$ cat src/rtl/tetris_pkg.sv
// Shared Tetris definitions: scheduler FSM states and board geometry.
package tetris_pkg;

    typedef enum logic [2:0] {
        IDLE,
        MOVE,
        SETTLE,
        FALL,
        LOCK,
        WAITCLR,
        SPAWN,
        OVER
    } state_t;

    localparam int STEP    = 20;
    localparam int X_MIN   = 220;
    localparam int X_MAX   = 400;
    localparam int X_START = 300;
    localparam int Y_START = 0;

endpackage

$ cat src/rtl/btn_sync_edge.sv
// Two-flop synchroniser for an asynchronous input plus a rising-edge pulse.
module btn_sync_edge (
    input  logic clk,
    input  logic rst,
    input  logic din,
    output logic level,
    output logic rise
);

    logic s1;
    logic s2;
    logic s3;

    // Synchronise the raw input and keep one extra stage for edge detection.
    always_ff @(posedge clk or posedge rst) begin
        if (rst) begin
            s1 <= 1'b0;
            s2 <= 1'b0;
            s3 <= 1'b0;
        end else begin
            s1 <= din;
            s2 <= s1;
            s3 <= s2;
        end
    end

    assign level = s2;
    assign rise  = s2 & ~s3;

endmodule

$ cat src/rtl/piece_motion_sched.sv
// Frame-synchronous motion scheduler for the falling piece: button moves,
// gravity, lock, row-clear wait, respawn and game-over sequencing.
module piece_motion_sched
    import tetris_pkg::*;
#(
    parameter int STEP        = tetris_pkg::STEP,
    parameter int X_MIN       = tetris_pkg::X_MIN,
    parameter int X_MAX       = tetris_pkg::X_MAX,
    parameter int X_START     = tetris_pkg::X_START,
    parameter int Y_START     = tetris_pkg::Y_START,
    parameter int GRAV_FRAMES = 30,
    parameter int FAST_FRAMES = 3
) (
    input  logic       vga_clk,
    input  logic       reset,
    input  logic       vs,
    input  logic       up,
    input  logic       left,
    input  logic       down,
    input  logic       right,
    input  logic       start_over,
    input  logic       blk_left,
    input  logic       blk_right,
    input  logic       blk_below,
    input  logic       blk_rot,
    input  logic       clear,
    output logic [9:0] ref_x,
    output logic [9:0] ref_y,
    output logic       rotate,
    output logic       lock,
    output logic       spawn,
    output logic       game_over
);

    localparam logic [9:0] STEP_V    = 10'(STEP);
    localparam logic [9:0] X_MIN_V   = 10'(X_MIN);
    localparam logic [9:0] X_MAX_V   = 10'(X_MAX);
    localparam logic [9:0] X_START_V = 10'(X_START);
    localparam logic [9:0] Y_START_V = 10'(Y_START);
    localparam logic [7:0] GRAV_LIM  = 8'(GRAV_FRAMES - 1);
    localparam logic [7:0] FAST_LIM  = 8'(FAST_FRAMES - 1);

    state_t     state;
    logic [7:0] grav_cnt;
    logic [7:0] grav_lim;
    logic       grav_due;
    logic       pend_rot;
    logic       pend_left;
    logic       pend_right;
    logic       vs_d;
    logic       frame_start;

    logic lvl_up, lvl_left, lvl_down, lvl_right, lvl_so;
    logic rise_up, rise_left, rise_down, rise_right, rise_so;
    logic unused_sync;

    btn_sync_edge u_sync_up (
        .clk(vga_clk), .rst(reset), .din(up), .level(lvl_up), .rise(rise_up)
    );
    btn_sync_edge u_sync_left (
        .clk(vga_clk), .rst(reset), .din(left), .level(lvl_left), .rise(rise_left)
    );
    btn_sync_edge u_sync_down (
        .clk(vga_clk), .rst(reset), .din(down), .level(lvl_down), .rise(rise_down)
    );
    btn_sync_edge u_sync_right (
        .clk(vga_clk), .rst(reset), .din(right), .level(lvl_right), .rise(rise_right)
    );
    btn_sync_edge u_sync_so (
        .clk(vga_clk), .rst(reset), .din(start_over), .level(lvl_so), .rise(rise_so)
    );

    assign unused_sync = &{lvl_up, lvl_left, lvl_right, lvl_so, rise_down};

    // Registered detect of the vs falling edge marks the start of blanking.
    always_ff @(posedge vga_clk or posedge reset) begin
        if (reset) begin
            vs_d        <= 1'b1;
            frame_start <= 1'b0;
        end else begin
            vs_d        <= vs;
            frame_start <= vs_d & ~vs;
        end
    end

    // Gravity period selection; >= keeps a long count from overshooting when
    // switching from normal to fast speed.
    always_comb begin
        grav_lim = lvl_down ? FAST_LIM : GRAV_LIM;
        grav_due = (grav_cnt >= grav_lim);
    end

    // Scheduler FSM with pending flags, gravity counter and registered outputs.
    always_ff @(posedge vga_clk or posedge reset) begin
        if (reset) begin
            state      <= IDLE;
            ref_x      <= X_START_V;
            ref_y      <= Y_START_V;
            grav_cnt   <= '0;
            pend_rot   <= 1'b0;
            pend_left  <= 1'b0;
            pend_right <= 1'b0;
            rotate     <= 1'b0;
            lock       <= 1'b0;
            spawn      <= 1'b0;
            game_over  <= 1'b0;
        end else begin
            rotate <= 1'b0;
            lock   <= 1'b0;
            spawn  <= 1'b0;

            // Button edges latch until the next MOVE; ignored once the game is over.
            if (state != OVER) begin
                if (rise_up)    pend_rot   <= 1'b1;
                if (rise_left)  pend_left  <= 1'b1;
                if (rise_right) pend_right <= 1'b1;
            end

            if (rise_so) begin
                state     <= SPAWN;
                game_over <= 1'b0;
            end else begin
                case (state)
                    IDLE: begin
                        if (frame_start) state <= MOVE;
                    end
                    MOVE: begin
                        if (pend_rot) begin
                            if (!blk_rot) rotate <= 1'b1;
                        end else if (pend_left) begin
                            if ((ref_x >= X_MIN_V + STEP_V) && !blk_left)
                                ref_x <= ref_x - STEP_V;
                        end else if (pend_right) begin
                            if ((ref_x + STEP_V <= X_MAX_V) && !blk_right)
                                ref_x <= ref_x + STEP_V;
                        end
                        pend_rot   <= 1'b0;
                        pend_left  <= 1'b0;
                        pend_right <= 1'b0;
                        state      <= SETTLE;
                    end
                    SETTLE: begin
                        state <= FALL;
                    end
                    FALL: begin
                        if (grav_due) begin
                            grav_cnt <= '0;
                            if (!blk_below) begin
                                ref_y <= ref_y + STEP_V;
                                state <= IDLE;
                            end else begin
                                lock  <= 1'b1;
                                state <= LOCK;
                            end
                        end else begin
                            grav_cnt <= grav_cnt + 8'd1;
                            state    <= IDLE;
                        end
                    end
                    LOCK: begin
                        if (ref_y == Y_START_V) begin
                            game_over <= 1'b1;
                            state     <= OVER;
                        end else begin
                            state <= WAITCLR;
                        end
                    end
                    WAITCLR: begin
                        if (!clear) state <= SPAWN;
                    end
                    SPAWN: begin
                        ref_x      <= X_START_V;
                        ref_y      <= Y_START_V;
                        grav_cnt   <= '0;
                        pend_rot   <= 1'b0;
                        pend_left  <= 1'b0;
                        pend_right <= 1'b0;
                        spawn      <= 1'b1;
                        state      <= IDLE;
                    end
                    OVER: begin
                        state <= OVER;
                    end
                    default: state <= IDLE;
                endcase
            end
        end
    end

endmodule
$ cat config.mk
export PLATFORM = sky130hd
export DESIGN_NAME = piece_motion_sched
export DESIGN_NICKNAME = d
export VERILOG_FILES = /design/src/rtl/tetris_pkg.sv /design/src/rtl/btn_sync_edge.sv /design/src/rtl/piece_motion_sched.sv
export SDC_FILE = /design/constraint.sdc
export NUM_CORES = 1
export LEC_CHECK = 0
export ABC_AREA = 0
export ABC_CLOCK_PERIOD_IN_PS = 3300
export CORE_MARGIN = 2
export CORE_UTILIZATION = 31
export DETAILED_ROUTE_END_ITERATION = 8
export HOLD_SLACK_MARGIN = 0.03
export PLACE_DENSITY = 0.56
export SLEW_MARGIN = 25
export SYNTH_ARGS = -nofsm -noshare
export SYNTH_HDL_FRONTEND = slang
export SYNTH_SLANG_ARGS = --single-unit
$ cat constraint.sdc
create_clock -name vga_clk -period 3.3 [get_ports vga_clk]
set_clock_uncertainty 0.2 [all_clocks]
set_input_delay 0.66 -clock vga_clk [delete_from_list [all_inputs] [get_ports vga_clk]]
set_output_delay 0.66 -clock vga_clk [all_outputs]
set_load 0.1 [all_outputs]
==> results by group, run 1 <==
Status
  – Status: complete, no violations

Detailed routing
  – Drt initial violations: 95
  – Antenna-violating nets left: 0
  – Final WL: between 5000 and 6000 µm
  – Vias/cell: 5.139
  – DRT Pass-1 Iters: 4
  – WL/cell: about 14 µm
  – Via count: around 2.1k
  – # DRC: 0

Synthesis
  – Main combinational cell family by area after synthesis: simple AND/OR/NAND/NOR gates
  – Yosys reg bits: 50
  – Syn Std Cell Area: around 2600 µm²
  – Avg Cell Area, Syn: around 9.6 µm²
  – Synth Area in Compound Gates: roughly a fifth
  – Cell variety after synth: 50
  – FFs w/ async S/R, synth: between 90% and 100%
  – Register area share after synthesis: ~48%
  – Ys flop type: dfrtp_1
  – Synth Area in Adders: between 5 and 6%
  – Post-synthesis mux area share: 1.238%
  – Synth Area in Simple Gates: between 10% and 20%
  – Yosys warning count: 0
  – Post-synthesis xor/xnor area fraction: under 10%
  – Number of synthesized flops with an enable pin: 0
  – Synth Instances: 275

STA
  – Worst-Margin Slew: 0.8094 ns
  – Tmin final: approximately 2.7 ns
  – Fin crit share: about four fifths
  – Final TNS setup: 0 ns
  – Max Freq: 375.1 MHz
  – Post-route setup slack: 0.6338 ns
  – Final slew viol count: 0
  – Slew HR: a little under half
  – Unrepaired setup endpoints after global routing: false
  – Fin. Hold Viols: 0
  – Final setup viols: 0
  – Hold_ws: 0.1548 ns

Critical path
  – Worst Path Arrival: 2.67 ns
  – Reg2reg setup slack: between 0.6 and 0.7 ns
  – CP Capture Type: register
  – Worst path required time: roughly 3.3 ns
  – R2R Path Start: ref_x[3]$_DFFE_PP1P_
  – Critical R2R Capture: ref_x[6]$_DFFE_PP0P_
  – CP delay by family, top: simple AND/OR/NAND/NOR gates
  – Crit path cell chain: ha_1 > nand3b_1 > mux2i_1 > a32oi_1 > or3b_1 > and2_1 > a31o_2
  – Slowest-stage cell, CP: dfstp_2
  – CP Launch Type: register
  – Worst Path Max Fanout: 8
  – WP buf/inv: 0
  – R2r worst-path depth: 7
  – Slowest stage delay, CP: between 0.6 and 0.7 ns
  – Crit path kind: register to register

Floorplan
  – I/O pin count: 37
  – Starting Density: a little under a third
  – Total core area: 8217 µm²
  – Die H: 96.07 µm
  – Rows: 33
  – Die Area: 9228 µm²
  – Die width: slightly below 100 µm

Finish
  – Most used cells in the layout excluding fill and tap cells: dfrtp_1 (45), nor2_1 (23), buf_4 (23)
  – Area Overhead vs Synth: 16.86%
  – ANT cells: 0
  – Nets: around 330
  – Fin cells: 409
  – Layout cells sized above 1: 14.80%
  – Leading cell type in the layout, fill and taps excluded: dfrtp_1

Clocking
  – Longest Clk Path Bufs: 2
  – CTS root buf: clkbuf_8
  – Post-CTS Resized: 0
  – CTS tree: yes
  – CTS Sinks: 50
  – Clock transition at path regs: around 0.10 ns
  – Post-CTS setup buffer count: 0
  – TritonCTS Buffers: 5
  – Hold-fix buffers, CTS: 0
  – H-tree depth: 2
  – Clk_lat worst skew: ~0.30 ns

Hold path
  – Hold Path Cell Cnt: 0
  – Hold EP: u_sync_so.level$_DFF_PP0_
  – Beginning of the worst hold path: u_sync_so.s1$_DFF_PP0_
  – Worst min path class: register to register

Global route
  – Gr usage total: a little over an eighth
  – Initial antenna violation count: 0
  – Vias in the first global route: a little over 2k
  – First-pass GRT wire length: around 9800 µm
  – Gr ovfl total: 0
  – Largest net degree at the start of global routing: 25

Placement
  – Dpl hpwl: between 4000 and 5000 µm
  – Setup WS pre-CTS: 0.5698 ns
  – RePlAce Congestion: between 0.8 and 0.9
  – IO buf count: 32
  – Placed insts: approximately 400

Power and ir drop
  – Max VDD drop: roughly 0.26 mV
  – Total power: roughly 0.0031 W
  – Power Density: between 900 and 1000 nW/µm²
  – Static leakage: around 1.4 nW

Job
  – Max cap viols: 0
-- stage by stage --
step	instance area, µm²	util (%)
detailed placement	2954	35.95
finish	3070	37.37
CTS	3070	37.37
floorplan	2639	-
global placement	2954	35.95
global route	3070	37.37
-- how the worst max path moves through the flow --
stage | end | depth (start not counted) | slack (ns) | from
after floorplan | ref_x[4]$_DFFE_PP0P_ | 8 | 0.30 | ref_x[7]$_DFFE_PP0P_
after global placement | ref_x[9]$_DFFE_PP0P_ | 5 | 0.63 | blk_right
after detailed placement | ref_y[8]$_DFFE_PP0P_ | 6 | 0.57 | blk_below
after CTS | ref_x[7]$_DFFE_PP0P_ | 7 | 0.64 | ref_x[2]$_DFFE_PP1P_
after global routing | grav_cnt[5]$_DFFE_PP0P_ | 8 | 0.49 | u_sync_down.level$_DFF_PP0_
final | ref_x[6]$_DFFE_PP0P_ | 7 | 0.63 | ref_x[3]$_DFFE_PP1P_
-- cells by family after synthesis --
group	Yosys count
flops	50
buf+inv	35
simple gates	95
fa+ha+maj	11
other cells	1
xor+xnor	4
mux	3
compound gates	76
-- Yosys cell counts, types with 5 or more instances --
master    count  area share (%)
o21ai_0      15             2.9
nand2_1      22             3.1
nand2b_1      5             1.2
buf_4         5             1.4
nor3_1        8             1.5
inv_1        18             2.6
a21o_1        5             1.4
nor2b_1       6             1.4
dfrtp_1      45              43
a21oi_1      17             3.2
ha_1         11             5.2
dfstp_2       5             5.0
or3_1         5             1.2
nor2_1       23             3.3
clkbuf_1      5            0.71
a31oi_1      17             4.0
-- routing by layer --
metal	track usage, %	up-vias	share of wire (%)
met3	2.819	2	7.2
met1	19.54	1007	48
met5	0	-	0
li1	-	1032	-
met4	3.690	0	0.43
met2	20.49	61	44
-- registers in the layout (all words and copies together) (netlist names), 3 cells and up --
| name | cells |
|---|---|
| state | 3 |
| grav_cnt | 8 |
| ref_y | 8 |
| ref_x | 8 |
-- cell type report --
class	count	area (µm²)
clock inverter	3	47.55
timing repair buffer	35	292.8
multi-input combinational	193	1205
fill	833	5146
inverter	18	67.56
sequential	50	1257
clock buffer	5	68.82
tap	105	131.4
-- worst reg2reg max path, cell delays in order (launching register included) --
cell      delay, ns
dfstp_2        0.64
ha_1           0.32
nand3b_1       0.10
mux2i_1        0.14
a32oi_1        0.09
or3b_1         0.53
and2_1         0.28
a31o_2         0.26
-- power breakdown --
group / leakage, nW / switching [W] / internal (W)
Sequential: 0.622 / 0.000256 / 0.000773
Clock: 0.0591 / 0.000217 / 0.000231
Combinational: 0.726 / 0.00110 / 0.000486
(Power assumes the default switching activity.)
==> run 2, diff against run 1 <==
--- a/config.mk
+++ b/config.mk
@@ -6,7 +6,7 @@
 export NUM_CORES = 1
 export LEC_CHECK = 0
 export ABC_AREA = 0
-export ABC_CLOCK_PERIOD_IN_PS = 3300
+export ABC_CLOCK_PERIOD_IN_PS = 2800
 export CORE_MARGIN = 2
 export CORE_UTILIZATION = 31
 export DETAILED_ROUTE_END_ITERATION = 8
==> constraint.sdc (replaced) <==
create_clock -name vga_clk -period 2.8 [get_ports vga_clk]
set_clock_uncertainty 0.2 [all_clocks]
set_input_delay 0.56 -clock vga_clk [delete_from_list [all_inputs] [get_ports vga_clk]]
set_output_delay 0.56 -clock vga_clk [all_outputs]
set_load 0.1 [all_outputs]
==> results by group, run 2 (synthesis results as in run 1) <==
Critical path
  – CP Launch Type: register
  – Crit path kind: register to register
  – R2R Path Start: ref_x[2]$_DFFE_PP1P_
  – Slowest-stage cell, CP: dfstp_2
  – CP delay by family, top: simple AND/OR/NAND/NOR gates
  – Slowest stage delay, CP: 0.63 ns (about the same)
  – Crit path cell chain: ha_1 > nand3b_1 > mux2i_1 > a32oi_1 > or3b_1 > and2_1 > a31o_2
  – Worst Path Max Fanout: 8 (unchanged)
  – CP Launch Point: ref_x[2]$_DFFE_PP1P_
  – Worst Path Arrival: 2.52 ns (-0.15 ns)
  – Worst path required time: 2.81 ns (-0.49 ns)
  – CP Capture Type: register
  – WP buf/inv: 0 (unchanged)

Finish
  – ANT cells: 0 (unchanged)
  – Fill count: 826 (-0.84%)
  – Nets: 331 (+1.2%)
  – Top Registers: grav_cnt: 8 flops, ref_x: 8 flops, ref_y: 8 flops
  – Most used cells in the layout excluding fill and tap cells: dfrtp_1 (42), buf_4 (26), nor2_1 (23)
  – Area Overhead vs Synth: 18.76%
  – Final design utilization: 37.98% (+0.61 points)
  – Layout cells sized above 1: 16.88% (+2.1 points)
  – Leading cell type in the layout, fill and taps excluded: dfrtp_1

Clocking
  – Clock transition at path regs: 0.11 ns (about the same)
  – Clk_lat worst skew: 0.31 ns (about the same)
  – TritonCTS Buffers: 5 (unchanged)
  – Post-CTS setup buffer count: 0 (unchanged)
  – Post-CTS Resized: 0 (unchanged)
  – Hold-fix buffers, CTS: 0 (unchanged)
  – CTS tree: yes
  – H-tree depth: 2 (unchanged)
  – Longest Clk Path Bufs: 2 (unchanged)
  – CTS Sinks: 50 (unchanged)
  – CTS root buf: clkbuf_8

STA
  – Final setup viols: 0 (unchanged)
  – Worst-Margin Slew: 0.5269 ns (-0.2826 ns)
  – Final TNS setup: 0 ns (unchanged)
  – Unrepaired setup endpoints after global routing: false
  – Slew HR: 64.66% (+19 points)
  – Final slew viol count: 0 (unchanged)
  – Max Freq: 399.8 MHz (+6.6%)
  – Fin crit share: 89.32% (+8.5 points)
  – Tmin final: 2.501 ns (-0.1651 ns)
  – Fin. Hold Viols: 0 (unchanged)

Power and ir drop
  – Flop pwr share: 32.6% (-0.9 points)
  – P_int: 0.001804 W (+21%)
  – Sw Share: 50.87% (-0.55 points)
  – Static leakage: 1.426 nW (+1.4%)
  – Switch Pwr: 0.001868 W (+18%)
  – Logic pwr share: 52.7% (+0.9 points)
  – Clock power frac: 14.7% (about the same)
  – Power Density: 1177 nW/µm² (+18%)
  – Max VDD drop: 0.2828 mV (+7.9%)

Placement
  – IO buf count: 32 (unchanged)
  – RePlAce Congestion: 0.7801 (-4.9%)
  – Dpl hpwl: 4066 µm (-1.3%)

Floorplan
  – Die width: 96.07 µm (unchanged)
  – Total core area: 8217 µm² (unchanged)
  – Rows: 33 (unchanged)
  – Die H: 96.07 µm (unchanged)
  – I/O pin count: 37 (unchanged)
  – Starting Density: 31.98% (unchanged)
  – Die Area: 9228 µm² (unchanged)

Global route
  – First-pass GRT wire length: 9763 µm (-0.21%)
  – Gr usage total: 13.66% (+0.13 points)
  – Gr ovfl total: 0 (unchanged)
  – Vias in the first global route: 2003 (-1.2%)
  – Initial antenna violation count: 0 (unchanged)
  – Largest net degree at the start of global routing: 51 (+100%)

Detailed routing
  – # DRC: 0 (unchanged)
  – Via count: 2109 (+0.33%)
  – Antenna-violating nets left: 0 (unchanged)
  – Drt initial violations: 95 (unchanged)
  – DRT Pass-1 Iters: 4 (unchanged)
  – Final WL: 5690 µm (+1.6%)
  – WL/cell: 13.78 µm (+0.61%)
  – Vias/cell: 5.107 (-0.64%)

Status
  – Status: complete, no violations

Job
  – Max cap viols: 0 (unchanged)

Hold path
  – Beginning of the worst hold path: u_sync_left.s1$_DFF_PP0_
  – Worst min path class: register to register
==> run 2: cell count changes in the layout (fill, tap and decap cells not counted), sizes merged <==
cell / change
buf: +4
==> run 2: power groups by stage <==
stage	Sequential, W	Combinational [W]	Clock [W]
after floorplan	0.00172	0.00101	0
after global placement	0.00121	0.00192	0
after detailed placement	0.00121	0.00194	0
after CTS	0.00119	0.00195	0.000554
after global routing	0.00125	0.00212	0.000584
final	0.00120	0.00194	0.000539
==> run 2: through the flow <==
stage	area (µm²)	instances	total power [W]	setup WS, ns	hold slack (ns)
2_1_floorplan	2646	278	0.002731	0.01305	0.1312
3_3_place_gp	3004	405	0.003124	0.3305	0.1335
3_5_place_dp	3004	405	0.003146	0.2880	0.1347
4_1_cts	3120	413	0.003694	0.3006	0.1589
5_1_grt	3120	413	0.003952	0.1134	0.1661
6_report	3120	413	0.003671	0.2989	0.1555
==> run 2: layout make-up <==
type / instances / area (µm²) / share of cell area, %
clock inverter: 3 / 47.55 / 1.524
inverter: 18 / 67.56 / 2.165
tap: 105 / 131.4 / 4.210
timing repair buffer: 39 / 335.3 / 10.75
multi-input combinational: 193 / 1205 / 38.61
clock buffer: 5 / 68.82 / 2.205
sequential: 50 / 1265 / 40.54
==> run 2: worst paths after layout <==
check | end | slack (ns) | depth (start not counted)
worst min-delay path | u_sync_left.level$_DFF_PP0_ | 0.16 | 0
worst min register to register | u_sync_left.level$_DFF_PP0_ | 0.16 | 0
worst max-delay path | ref_x[4]$_DFFE_PP0P_ | 0.30 | 7
max in group asynchronous | vs_d$_DFF_PP1_ | 1.71 | 3
min in group asynchronous | pend_left$_DFF_PP0_ | 0.39 | 3
worst max register to register | ref_x[4]$_DFFE_PP0P_ | 0.30 | 7
==> run 2: worst register-to-register path, stage by stage, from the launching register on <==
cell and delay (ns):
dfstp_2 0.63, ha_1 0.31, nand3b_1 0.10, mux2i_1 0.13, a32oi_1 0.08, or3b_1 0.41
and2_1 0.26, a31o_2 0.27
==> run 2: routing by layer <==
layer | up-vias | track usage (%) | wire (µm)
met4 | 0 | 4.762 | 75
li1 | 1044 | - | -
met2 | 40 | 21.35 | 2650
met5 | - | 0 | 0
met1 | 1021 | 18.86 | 2720
met3 | 4 | 2.662 | 243
==> run 3, diff against run 2 <==
--- a/config.mk
+++ b/config.mk
@@ -11,7 +11,6 @@
 export CORE_UTILIZATION = 31
 export DETAILED_ROUTE_END_ITERATION = 8
 export HOLD_SLACK_MARGIN = 0.03
-export PLACE_DENSITY = 0.56
 export SLEW_MARGIN = 25
 export SYNTH_ARGS = -nofsm -noshare
 export SYNTH_HDL_FRONTEND = slang
==> results by group, run 3 (synthesis results as in run 1) <==
Status
  – Status: complete, no violations

Clocking
  – Longest Clk Path Bufs: 2 (unchanged)
  – Post-CTS setup buffer count: 0 (unchanged)
  – Post-CTS Resized: 0 (unchanged)
  – CTS root buf: clkbuf_8
  – Clk_lat worst skew: 0.31 ns (about the same)
  – CTS tree: yes
  – Clock transition at path regs: 0.09 ns (-0.02 ns)
  – Hold-fix buffers, CTS: 0 (unchanged)
  – H-tree depth: 2 (unchanged)
  – TritonCTS Buffers: 5 (unchanged)
  – CTS Sinks: 50 (unchanged)

Floorplan
  – Die Area: 9228 µm² (unchanged)
  – I/O pin count: 37 (unchanged)
  – Die H: 96.07 µm (unchanged)
  – Starting Density: 31.98% (unchanged)
  – Die width: 96.07 µm (unchanged)
  – Rows: 33 (unchanged)
  – Total core area: 8217 µm² (unchanged)

Critical path
  – Crit path kind: register to register
  – CP Launch Type: register
  – Slowest-stage cell, CP: or4_1
  – Slowest stage delay, CP: 0.54 ns (-0.09 ns)
  – Top cell by count, worst path: a21oi_1
  – Worst Path Arrival: 2.56 ns (+0.04 ns)
  – Worst path required time: 2.83 ns (+0.02 ns)
  – CP Capture Type: register
  – WP buf/inv: 1 (+1)
  – Worst Path Max Fanout: 12 (+4)
  – CP delay by family, top: compound AO/OA/AOI/OAI gates
  – Crit path cell chain: inv_1 > ha_1 > nand2b_1 > a21o_1 > a21oi_1 > o32a_1 > or4_1 > a21oi_1

Detailed routing
  – Drt initial violations: 54 (-43%)
  – Final WL: 5455 µm (-4.1%)
  – WL/cell: 13.21 µm (-4.1%)
  – Antenna-violating nets left: 0 (unchanged)
  – Vias/cell: 4.947 (-3.1%)
  – # DRC: 0 (unchanged)
  – DRT Pass-1 Iters: 4 (unchanged)
  – Via count: 2043 (-3.1%)

Placement
  – Placed insts: 405 (unchanged)
  – IO buf count: 32 (unchanged)
  – Setup WS pre-CTS: 0.2170 ns (-0.07099 ns)
  – Dpl hpwl: 4112 µm (+1.1%)
  – RePlAce Congestion: 0.8254 (+5.8%)

STA
  – Final TNS setup: 0 ns (unchanged)
  – Post-route setup slack: 0.2741 ns (-0.02483 ns)
  – Slew HR: 63.53% (-1.1 points)
  – Final setup viols: 0 (unchanged)
  – Max Freq: 395.9 MHz (-0.98%)
  – Unrepaired setup endpoints after global routing: false
  – Worst-Margin Slew: 0.5463 ns (+0.01943 ns)
  – Final slew viol count: 0 (unchanged)
  – Fin. Hold Viols: 0 (unchanged)
  – Fin crit share: 90.21% (+0.89 points)
  – Tmin final: 2.526 ns (+0.02483 ns)

Finish
  – Layout cells sized above 1: 16.88% (unchanged)
  – Nets: 331 (unchanged)
  – Leading cell type in the layout, fill and taps excluded: dfrtp_1
  – Area of the multi-input gates: 1205 µm² (unchanged)
  – Fill count: 813 (-1.6%)
  – ANT cells: 0 (unchanged)
  – Most used cells in the layout excluding fill and tap cells: dfrtp_1 (42), buf_4 (26), nor2_1 (23)
  – Register area: 1265 µm² (unchanged)
  – Top Registers: grav_cnt: 8 flops, ref_x: 8 flops, ref_y: 8 flops
  – Fin cells: 413 (unchanged)
  – Area Overhead vs Synth: 18.76% (unchanged)

Global route
  – Initial antenna violation count: 0 (unchanged)
  – Largest net degree at the start of global routing: 27 (-47%)
  – Vias in the first global route: 1915 (-4.4%)
  – First-pass GRT wire length: 8990 µm (-7.9%)
  – Gr ovfl total: 0 (unchanged)
  – Gr usage total: 12.55% (-1.1 points)

Power and ir drop
  – Static leakage: 1.426 nW (about the same)
  – Power Density: 1172 nW/µm² (-0.38%)
  – Total power: 0.003658 W (-0.38%)
  – Max VDD drop: 0.2918 mV (+3.2%)

Job
  – Max cap viols: 0 (unchanged)

Hold path
  – Worst min path class: register to register
[run 3: cell count changes in the layout (fill, tap and decap cells not counted)]
cell,before,now
inv_6,2,1
clkinv_4,0,1
[run 3: final timing paths]
kind	start	to	slack, ns	cells past startpoint
setup / recovery	u_sync_down.level$_DFF_PP0_	ref_y[8]$_DFFE_PP0P_	0.27	8
hold / removal	u_sync_so.s1$_DFF_PP0_	u_sync_so.level$_DFF_PP0_	0.16	0
setup reg to reg	u_sync_down.level$_DFF_PP0_	ref_y[8]$_DFFE_PP0P_	0.27	8
hold reg to reg	u_sync_so.s1$_DFF_PP0_	u_sync_so.level$_DFF_PP0_	0.16	0
max in group asynchronous	reset	ref_x[2]$_DFFE_PP1P_	1.40	3
min in group asynchronous	reset	u_sync_right.s1$_DFF_PP0_	0.41	2
[run 3: power breakdown]
part           internal (W)  switching (W)
Sequential         0.000921       0.000276
Combinational      0.000613        0.00133
Clock              0.000271       0.000250
[run 3: area by class of cell]
class / count / share of cell area [%]
timing repair buffer: 39 / 10.75
tap: 105 / 4.210
sequential: 50 / 40.54
clock inverter: 3 / 1.524
multi-input combinational: 193 / 38.61
clock buffer: 5 / 2.205
inverter: 18 / 2.165
[run 3: layer usage]
metal	track usage (%)	vias to the layer above	wire, µm
li1	-	1043	-
met1	17.32	964	2768
met2	19.04	32	2390
met3	3.367	4	242
met4	4.167	0	54
met5	0	-	0
[run 3: stage by stage]
stage	instance area, µm²	utilization [%]	hold slack [ns]
2_1_floorplan	2646	-	0.1312
3_3_place_gp	3004	36.56	0.1329
3_5_place_dp	3004	36.56	0.1370
4_1_cts	3120	37.98	0.1610
5_1_grt	3120	37.98	0.1669
6_report	3120	37.98	0.1569
[run 3: worst reg2reg max path: stages (launching register included)]
cell and delay, ns:
dfrtp_1 0.43, inv_1 0.08, ha_1 0.27, nand2b_1 0.09
a21o_1 0.14, a21oi_1 0.08, o32a_1 0.48, or4_1 0.54
a21oi_1 0.15
